File: config.mk
export PLATFORM = sky130hd
export DESIGN_NAME = pc_fetch_ctrl
export DESIGN_NICKNAME = d
export VERILOG_FILES = /design/src/rtl/pc_fetch_ctrl.sv
export SDC_FILE = /design/constraint.sdc
export NUM_CORES = 1
export LEC_CHECK = 0
export CAP_MARGIN = 15
export CORE_MARGIN = 2
export CORE_UTILIZATION = 38
export DETAILED_ROUTE_END_ITERATION = 7
export GPL_TIMING_DRIVEN = 1
export HOLD_SLACK_MARGIN = 0.15
export PLACE_DENSITY = 0.77
export SLEW_MARGIN = 40
export SYNTH_ARGS = -nofsm -noshare
export SYNTH_HDL_FRONTEND = slang
export SYNTH_SLANG_ARGS = --single-unit
File: constraint.sdc
create_clock -name clk2 -period 2.1 [get_ports clk2]
set_clock_uncertainty 0.1 [all_clocks]
set_input_delay 0.42 -clock clk2 [delete_from_list [all_inputs] [get_ports clk2]]
set_output_delay 0.42 -clock clk2 [all_outputs]
set_load 0.03 [all_outputs]
File: src/rtl/pc_fetch_ctrl.sv
// rtl/pc_fetch_ctrl.sv - PC register and instruction fetch sequencer for the RV32I core
// Fetches at pc, presents the word until commit, then advances or redirects.
module pc_fetch_ctrl #(
  parameter logic [31:0] RESET_VECTOR = 32'h0000_0000,
  parameter logic [31:0] TRAP_VECTOR  = 32'h0000_0100,
  parameter int unsigned MAX_WAIT     = 15
) (
  input  logic        clk2,
  input  logic        reset2,
  output logic        imem_req,
  output logic [31:0] imem_addr,
  input  logic        imem_ready,
  input  logic [31:0] imem_rdata,
  output logic        instr_valid,
  output logic [31:0] instr,
  output logic [31:0] pc_out,
  output logic [31:0] pc_plus4,
  input  logic        commit,
  input  logic        stall,
  input  logic        branch_taken,
  input  logic [31:0] branch_target,
  output logic        trap,
  output logic [1:0]  trap_cause,
  output logic [31:0] mepc
);

  localparam int unsigned CW = $clog2(MAX_WAIT + 1);
  localparam logic [CW-1:0] WAIT_LAST = CW'(MAX_WAIT - 1);
  localparam logic [CW-1:0] WAIT_SAT  = {CW{1'b1}};

  localparam logic [1:0] CAUSE_MISALIGN = 2'b01;
  localparam logic [1:0] CAUSE_TIMEOUT  = 2'b10;

  typedef enum logic [1:0] {
    S_IDLE,
    S_FETCH,
    S_ISSUE,
    S_TRAP
  } state_t;

  state_t        state;
  logic [31:0]   pc;
  logic [CW-1:0] wait_cnt;

  assign pc_out    = pc;
  assign imem_addr = pc;
  assign pc_plus4  = pc + 32'd4;

  always_ff @(posedge clk2) begin
    if (reset2) begin
      state       <= S_IDLE;
      pc          <= RESET_VECTOR;
      wait_cnt    <= '0;
      imem_req    <= 1'b0;
      instr_valid <= 1'b0;
      instr       <= 32'd0;
      trap        <= 1'b0;
      trap_cause  <= 2'b00;
      mepc        <= 32'd0;
    end else begin
      trap <= 1'b0;
      case (state)
        S_IDLE: begin
          state    <= S_FETCH;
          imem_req <= 1'b1;
          wait_cnt <= '0;
        end

        // ready beats a simultaneous timeout
        S_FETCH: begin
          if (imem_ready) begin
            instr       <= imem_rdata;
            imem_req    <= 1'b0;
            instr_valid <= 1'b1;
            state       <= S_ISSUE;
          end else if (wait_cnt == WAIT_LAST) begin
            imem_req   <= 1'b0;
            trap       <= 1'b1;
            trap_cause <= CAUSE_TIMEOUT;
            mepc       <= pc;
            state      <= S_TRAP;
          end else if (wait_cnt != WAIT_SAT) begin
            wait_cnt <= wait_cnt + CW'(1);
          end
        end

        S_ISSUE: begin
          if (commit && !stall) begin
            instr_valid <= 1'b0;
            wait_cnt    <= '0;
            if (!branch_taken) begin
              pc       <= pc + 32'd4;
              imem_req <= 1'b1;
              state    <= S_FETCH;
            end else if (branch_target[1:0] == 2'b00) begin
              pc       <= branch_target;
              imem_req <= 1'b1;
              state    <= S_FETCH;
            end else begin
              trap       <= 1'b1;
              trap_cause <= CAUSE_MISALIGN;
              mepc       <= pc;
              state      <= S_TRAP;
            end
          end
        end

        S_TRAP: begin
          pc       <= TRAP_VECTOR;
          imem_req <= 1'b1;
          wait_cnt <= '0;
          state    <= S_FETCH;
        end

        default: begin
          state    <= S_IDLE;
          imem_req <= 1'b0;
        end
      endcase
    end
  end

endmodule
== After elaboration in Yosys (flattened, before gate mapping) ==
Cells that the tools add are included.

* Register bits after elaboration: 107
* Input port bits: 70
* Output and inout bits: 165

* $add $sub $neg: 2
* Eq/ne operators: 15
* Mux-type cells: 42
* Reductions and logical operators: 14

{| class="wikitable"
|+ Operator list
! operator !! count
|-
| $mux 32 || 8
|-
| $pmux 32 s2 || 2
|-
| $add 32x3->32 const B || 1
|-
| $mux 2 || 10
|-
| $mux 4 || 4
|-
| $ne 2x2->1 const B || 8
|-
| $mux 1 || 12
|-
| $pmux 4 s3 || 1
|-
| $reduce_and 3->1 || 3
|-
| $ne 3x3->1 const B || 2
|-
| $pmux 2 s3 || 1
|-
| $reduce_and 6->1 || 1
|-
| $add 4x1->4 const B || 1
|-
| $eq 2x2->1 const B || 2
|-
| $eq 4x4->1 const B || 1
|-
| $logic_not 2->1 || 2
|-
| $ne 4x4->1 const B || 1
|-
| $pmux 1 s2 || 2
|-
| $pmux 2 s2 || 1
|-
| $reduce_and 2->1 || 2
|-
| $reduce_and 4->1 || 1
|-
| $reduce_bool 2->1 || 2
|-
| $pmux 1 s3 || 1
|-
| $eq 2x1->1 const B || 1
|-
| 3 further kinds || 3
|}

== Logic depth before layout (Yosys ltp) ==
Gate-level depths: netlist (run 1).

* Depth in word-level cells: 5
* Gate-level depth with buffers: 10

== Worst setup path after synthesis (run 1) ==
Ideal clock, no wire load.

* Path kind: reg-to-output
* Start point: reg pc[5] (netlist: imem_addr[5])
* End point: out pc_plus4[27]
* Arrival: 2.248 ns
* Data required time: 1.580 ns
* Slack: -0.668 ns
* Cell stages (with the launch flop): 7
* Cells stage by stage: dfxtp_1 > buf_2 > nand4_2 > or3_4 > nor2_2 > nand3_1 > xnor2_1

* Cells in the longest elaborated chain, start to end: 1

{| class="wikitable"
|+ Ends and longest elaborated chain
! element !! line !! text
|-
| start, declared || 42 || <nowiki>logic [31:0] pc;</nowiki>
|-
| start signal, assigned || 92 || <nowiki>pc <= pc + 32'd4;</nowiki>
|-
| start signal, assigned || 96 || <nowiki>pc <= branch_target;</nowiki>
|-
| $add 32x3->32 || 47 || <nowiki>assign pc_plus4 = pc + 32'd4;</nowiki>
|-
| end, declared || 17 || <nowiki>output logic [31:0] pc_plus4,</nowiki>
|}

No other way between the ends.

== Worst setup path after layout (run 1) ==
* Start point: reg pc[12] (netlist: imem_addr[12])
* End point: out pc_plus4[25]

The elaborated chain is that of the path after synthesis.

==> summary.md, run 1 <==
| Metric | Value |
|---|---|
| Status | `finished, violations left` |
| Failing checks | `setup timing` |
| CP top delay family | `simple AND/OR/NAND/NOR gates` |
| Setup CP Type | `flip-flop to output pin` |
| HP Class | `flip-flop to flip-flop` |
| P per Cell Area | `543.8 nW/um2` |
| Nets@finish | `1006` |
| Final Hold Fails | `0` |
| I/O pins | `235` |
| R2r endpoint | `imem_addr[14]` |
| First-pass GRT wire length | `29830 um` |
| Initial DRC Count | `473` |
| Leak Pwr | `4.602 nW` |
| Drt wl/cell | `18.68 um` |
| # diodes | `0` |
| Switch share | `29.55%` |
| Worst vdd ir | `401.1 uV` |
| Synthesized netlist cell count | `637` |
| Min Tclk post-route | `2.606 ns` |
| Die height | `122.4 um` |
| Commonest cells after routing, fill and taps aside | `clkdlybuf4s50_1 (163), buf_4 (100), nand2_1 (86)` |
| Core Rows | `43` |
| Synth area leaders | `dfxtp_1 (40%), mux2i_1 (7.7%), nand2_1 (6.5%), buf_4 (5.2%), nor2_1 (4.2%)` |
| Placed cell count | `1062` |
| Layout area overhead | `83.45%` |
| Die width | `122.4 um` |
| Worst path depth | `6` |
| FILL cells | `953` |
| Critical Path End | `pc_plus4[25]` |
| Core area | `13770 um2` |
| Antenna Nets Post-Route | `0` |
| Clk slew on worst S/H paths | `0.07 ns` |
| Synthesized cell area | `5329 um2` |
| Pins Over Slew Limit | `0` |
| Ys Warns | `0` |
| Drt first pass iters | `5` |
| TritonCTS clock tree | `done` |
| Final Cell Area | `9776 um2` |
| Share of cells above drive strength 1 | `29.40%` |
| RSZ-0062 raised after global routing | `yes` |
| Starting Density | `38.69%` |
| CTS H-tree depth | `3` |
| Final Core Density | `70.98%` |
| Final setup violation count | `26` |
| Slowest stage cell on the critical path | `or3_4` |
| Distinct cells, synth | `54` |
| Die ar. | `14990 um2` |
| Total power | `0.005316 W` |
| Dpl hpwl | `14160 um` |
| Synth Register Bits | `107` |
| Psw | `0.001571 W` |
| Critical path, cell by cell | `nand4_1, or3_4, nor2_4, buf_4, xor2_2, buf_6` |
| Cells on worst reg2reg path | `9` |
| Largest net degree at the start of global routing | `41` |
| Clock group share of total power | `32.2%` |
| Initial antenna violation count | `0` |
| Cell accounting for the most synthesized area | `dfxtp_1` |
| Sequential area share after synthesis | `40.20%` |
| Ys async rst share | `0%` |
| Buffers and inverters on the worst path | `2` |
| Number of global-route vias before repair | `5878` |
| CP required | `1.58 ns` |
| Worst Tran Pin Value | `0.4451 ns` |
| Critical Path AT | `2.09 ns` |
| Mapped Nets | `714` |
| CTS Sinks | `107` |
| Via density | `5.430` |
| Post-synth EDFFs | `0` |
| Post-route DRC violation count | `0` |
| Synthesized area per cell | `8.366 um2` |
| Share of the synthesized area in the top cell type | `40.20%` |
| Comb pwr share | `27.1%` |
| Commonest non-fill, non-tap cell in the layout | `clkdlybuf4s50_1` |
| Clock latency on the worst-skew pair | `0.35 ns` |
| Type of origin of the critical path | `flip-flop` |
| Remaining Overflow, GRT | `0` |
| CP startpoint | `imem_addr[12]` |
| P_int | `0.003745 W` |
| Num CTS Buffers | `9` |
| Tcrit/Tclk final | `124.1%` |
| Top_reg_cell synth | `dfxtp_1` |
| Hold_ws | `0.3509 ns` |
| CP Capture Type | `output pin` |
| Longest Clk Path Bufs | `2` |
| Maximum capacitance violations | `0` |
| CP max stage delay | `0.48 ns` |
| Overall routing resource usage | `25.45%` |
| Reg power frac | `40.8%` |
| Reg-to-reg slack, setup | `0 ns` |
| Port Buf Inserts | `234` |
| RD Place Congestion | `0.8892` |
| Clock Tree Root | `clkbuf_16` |
| Via count | `6038` |
| Area after DPL | `8641 um2` |
| Worst rel slew slack | `69.94%` |
| Setup WS post-layout | `-0.5063 ns` |
| CP max FO | `4` |
| Routed WL | `20770 um` |
| Final Non-Filler Cells | `1112` |
| Max Clock Freq | `383.7 MHz` |
| R2R Path Start | `imem_addr[3]` |
[how the worst min path moves through the flow]
stage	slack (ns)	from	endpoint	cells after the start
2_1_floorplan	0.36	wait_cnt[0]	wait_cnt[0]	2
3_3_place_gp	0.34	instr[13]	instr[13]	2
3_5_place_dp	0.35	instr[16]	instr[16]	2
4_1_cts	0.36	instr[16]	instr[16]	2
5_1_grt	0.37	instr[25]	instr[25]	2
6_report	0.35	instr[19]	instr[19]	2
[area by class of cell]
type	instances	area [um2]	share of cell area (%)
Clock inverter	1	5.005	0.05120
Timing Repair Buffer	358	3546	36.27
Clock buffer	13	292.8	2.995
Sequential cell	107	2215	22.65
Tap cell	180	225.2	2.304
Multi-Input combinational cell	438	3436	35.15
Inverter	15	56.30	0.5760
[cell usage after synthesis, types with 6 or more instances]
master	n
o311ai_1	6
a21oi_1	44
buf_4	37
a22oi_1	8
dfxtp_1	107
ha_1	7
xor2_1	12
xnor2_1	16
inv_1	15
o21ai_1	7
nand2b_1	7
nand2_1	92
buf_2	11
nand3_1	17
nor2_1	59
mux2i_1	41
o21ai_0	24
a221o_1	7
clkbuf_1	28
and2_1	8
nor3_1	11
[through the flow]
| stage | setup TNS [ns] | setup slack [ns] |
|---|---|---|
| CTS | -6.568 | -0.4277 |
| global route | -9.260 | -0.5618 |
| finish | -7.085 | -0.5063 |
| detailed placement | -14.31 | -0.3892 |
| global placement | -11.82 | -0.3833 |
| floorplan | -1.135 | -0.1479 |
[worst register-to-register path: cells and delay by family (launching register included)]
family | cells | cell delay, ns
buffers and inverters | 3 | 0.39
and+or+nand+nor | 3 | 0.43
adders and majority gates | 1 | 0.17
AOI/OAI and AO/OA | 2 | 0.56
DFF | 1 | 0.39
[power by group through the flow]
| stage | registers, W | logic [W] | clock network [W] |
|---|---|---|---|
| final | 0.00217 | 0.00144 | 0.00171 |
| after floorplan | 0.00237 | 0.000562 | 0 |
| after global placement | 0.00220 | 0.00130 | 0 |
| after detailed placement | 0.00221 | 0.00133 | 0 |
| after CTS | 0.00217 | 0.00135 | 0.00175 |
| after global routing | 0.00218 | 0.00152 | 0.00183 |
[per-layer routing]
layer / routed length, um / up-vias / track usage, %
li1: - / 2759 / -
met1: 7937 / 2916 / 29.41
met2: 10470 / 327 / 44.79
met3: 1924 / 36 / 6.320
met4: 437 / 0 / 10.42
met5: 0 / - / 0
[registers in the layout, summed over array words and instances (netlist names)]
register,count
instr,32
imem_addr,32
instr_valid,1
trap_cause,2
mepc,32
state,2
trap,1
wait_cnt,4
imem_req,1
[repair_timing]
| action | in CTS | in global routing |
|---|---|---|
| buffers inserted | 18 | 23 |
| hold buffers | 0 | 0 |
| resized for setup | 80 | 77 |
| pin swaps | 17 | 29 |
| hold endpoints to repair | 0 | 0 |
| gates cloned | 0 | 1 |
| endpoints found under the setup margin | 56 | 81 |
[cell families after synthesis]
| logic type | share of synthesized area (%) |
|---|---|
| DFF | 40.20 |
| and+or+nand+nor | 22.28 |
| xor gates and xnor gates | 4.602 |
| AOI/OAI and AO/OA | 14.02 |
| adders and majority gates | 1.644 |
| buffers and inverters | 9.345 |
| muxes | 7.913 |
Power figures use the tool's default switching activity.
==> run 2, diff against run 1 <==
Settings changed: CORE_UTILIZATION 38 to 39, CTS_BUF_LIST from default to sky130_fd_sc_hd__clkbuf_8, PLACE_DENSITY 0.77 to 0.78.
==> run 2 against run 1 <==
  * First-iteration DRC count increased by 9.7%
  * Via count increased by 0.56%
  * The run still ends with setup timing left
  * Worst hold slack improved by 0.011 ns
  * Flip-flop and latch count unchanged
  * Critical path depth increased by 1
  * Sequential share of layout area increased by 0.55 points
  * Wire length increased by 1.3%
  * Clock power decreased by 23%
  * Cell area decreased by 2.4%
  * Sequential power about the same
  * Non-clock buffer count decreased by 2
==> summary.md, run 2 (same netlist as run 1, synthesis figures left out) <==
| Metric | Value |
|---|---|
| Number of global-route vias before repair | `5832 (was 5878)` |
| Setup CP Type | `flip-flop to output pin (unchanged)` |
| Final Hold Fails | `0 (unchanged)` |
| FILL cells | `949 (was 953)` |
| Nets@finish | `1004 (was 1006)` |
| Top layer in use | `met4 (unchanged)` |
| Clk slew on worst S/H paths | `0.10 ns (was 0.07 ns)` |
| Drt wl/cell | `19.00 um (was 18.68 um)` |
| Core area | `13300 um2 (was 13770 um2)` |
| Pins Over Slew Limit | `0 (unchanged)` |
| Initial antenna violation count | `0 (unchanged)` |
| Leak Pwr | `4.455 nW (was 4.602 nW)` |
| Maximum capacitance violations | `0 (unchanged)` |
| Share of cells above drive strength 1 | `28.86% (was 29.40%)` |
| Core Rows | `42 (was 43)` |
| Layout area overhead | `78.99% (was 83.45%)` |
| Type of origin of the critical path | `flip-flop (unchanged)` |
| Num CTS Buffers | `9 (unchanged)` |
| Die ar. | `14610 um2 (was 14990 um2)` |
| Status | `finished, violations left (unchanged)` |
| Hold Buf Count CTS | `0 (unchanged)` |
| Via count | `6072 (was 6038)` |
| CP required | `1.58 ns (about the same)` |
| Commonest non-fill, non-tap cell in the layout | `clkdlybuf4s50_1 (unchanged)` |
| P per Cell Area | `511.1 nW/um2 (was 543.8 nW/um2)` |
| Routed wire length on met2 | `10320 um (was 10470 um)` |
| Dpl hpwl | `13710 um (was 14160 um)` |
| # diodes | `0 (unchanged)` |
| Clock latency on the worst-skew pair | `0.40 ns (was 0.35 ns)` |
| Die height | `120.9 um (was 122.4 um)` |
| Flip-flop and latch area | `2213 um2 (was 2215 um2)` |
| Longest Clk Path Bufs | `2 (unchanged)` |
| Starting Density | `40.08% (was 38.69%)` |
| Clock Tree Root | `clkbuf_8 (was clkbuf_16)` |
| First-pass GRT wire length | `30350 um (was 29830 um)` |
| Initial DRC Count | `519 (was 473)` |
| CP startpoint | `imem_addr[10] (was imem_addr[12])` |
| RSZ-0062 raised after global routing | `yes (unchanged)` |
| Hold_ws | `0.3615 ns (was 0.3509 ns)` |
| Worst Tran Pin Value | `0.5249 ns (was 0.4451 ns)` |
| Multi-input logic area | `3426 um2 (was 3436 um2)` |
| Via density | `5.480 (was 5.430)` |
| Max Clock Freq | `380.9 MHz (was 383.7 MHz)` |
| Worst rel slew slack | `64.74% (was 69.94%)` |
| DP Worst Slack | `-0.2777 ns (was -0.3892 ns)` |
| Hold path start | `instr[23] (was instr[19])` |
| Worst vdd ir | `439.5 uV (was 401.1 uV)` |
| HP Class | `flip-flop to flip-flop (unchanged)` |
| Post-route DRC violation count | `0 (unchanged)` |
| CP Capture Type | `output pin (unchanged)` |
| CTS H-tree depth | `3 (unchanged)` |
| I/O pins | `235 (unchanged)` |
| Tcrit/Tclk final | `125.0% (was 124.1%)` |
| TritonCTS clock tree | `done (unchanged)` |
| RD Place Congestion | `0.9365 (was 0.8892)` |
| Total negative slack | `-8.895 ns (was -7.085 ns)` |
| Remaining Overflow, GRT | `0 (unchanged)` |
| Commonest cells after routing, fill and taps aside | `clkdlybuf4s50_1 (152), buf_4 (101), nand2_1 (86) (was clkdlybuf4s50_1 (163), buf_4 (100), nand2_1 (86))` |
| M1 wire length | `7866 um (was 7937 um)` |
| Min Tclk post-route | `2.625 ns (was 2.606 ns)` |
| Largest net degree at the start of global routing | `94 (was 41)` |
| R2R Path Start | `imem_addr[10] (was imem_addr[3])` |
| Final setup violation count | `29 (was 26)` |
| Antenna Nets Post-Route | `0 (unchanged)` |
| Routed WL | `21050 um (was 20770 um)` |
| Critical Path AT | `2.11 ns (was 2.09 ns)` |
| Routed met3 length | `1987 um (was 1924 um)` |
| Overall routing resource usage | `26.30% (was 25.45%)` |
| Failing checks | `setup timing (unchanged)` |
| Setup WS post-layout | `-0.5253 ns (was -0.5063 ns)` |
| CP max FO | `7 (was 4)` |
| Drt first pass iters | `7 (was 5)` |
| Port Buf Inserts | `234 (unchanged)` |
| CTS Sinks | `107 (unchanged)` |
| Die width | `120.9 um (was 122.4 um)` |
==> run 2: cell count changes in the layout (fill, tap and decap cells not counted), moves of 6 or more <==
| cell | change |
|---|---|
| clkdlybuf4s50_1 | -11 |
| clkbuf_8 | +9 |
| dlymetal6s2s_1 | -10 |
| clkbuf_16 | -11 |
| dlygate4sd2_1 | +21 |
| buf_12 | -6 |
==> run 2: path summary, 6_finish.rpt <==
path	end	slack, ns	cells after the start
worst max-delay path	pc_plus4[22]	-0.53	7
worst min register to register	instr[23]	0.36	2
worst max register to register	imem_addr[22]	-0.15	9
worst min-delay path	instr[23]	0.36	2
==> run 2: per-layer routing <==
metal / track usage, % / up-vias
li1: - / 2750
met1: 31.21 / 2870
met2: 45.29 / 365
met3: 6.673 / 87
met4: 10.47 / 0
met5: 0 / -
==> run 2: layout make-up <==
class	count	share of cell area (%)
clock inverter	6	0.6034
inverter	15	0.5903
sequential	107	23.21
tap	176	2.309
timing repair buffer	356	35.93
clock buffer	10	1.443
multi-input combinational	438	35.92
==> run 2: what timing repair did <==
action,CTS,global route
setup buffers,15,28
setup endpoints to repair,72,74
gates cloned,0,1
pin swaps,21,34
hold endpoints to repair,0,0
gates resized for setup,97,73
==> run 2: power by group <==
part / switching, W / internal (W) / total [W]
sequential: 0.0000600 / 0.00210 / 0.00216
clock: 0.000742 / 0.000578 / 0.00132
combinational: 0.000759 / 0.000632 / 0.00139
total: 0.00156 / 0.00331 / 0.00487
==> run 2: worst max-delay path, stage by stage (launching register included) <==
cell and delay, ns:
dfxtp_4 0.37, nand4_1 0.20, buf_6 0.24, nor4_4 0.24, buf_4 0.20, and2_4 0.18, xor2_4 0.14, buf_6 0.14
==> run 2: metrics by stage <==
| stage | power, W | utilization, % | area (um2) | cells |
|---|---|---|---|---|
| floorplan | 0.002929 | - | 5836 | 637 |
| global placement | 0.003478 | 64.46 | 8571 | 1056 |
| detailed placement | 0.003508 | 64.46 | 8571 | 1056 |
| CTS | 0.004798 | 68.13 | 9059 | 1087 |
| global route | 0.005066 | 71.74 | 9538 | 1108 |
| finish | 0.004875 | 71.74 | 9538 | 1108 |
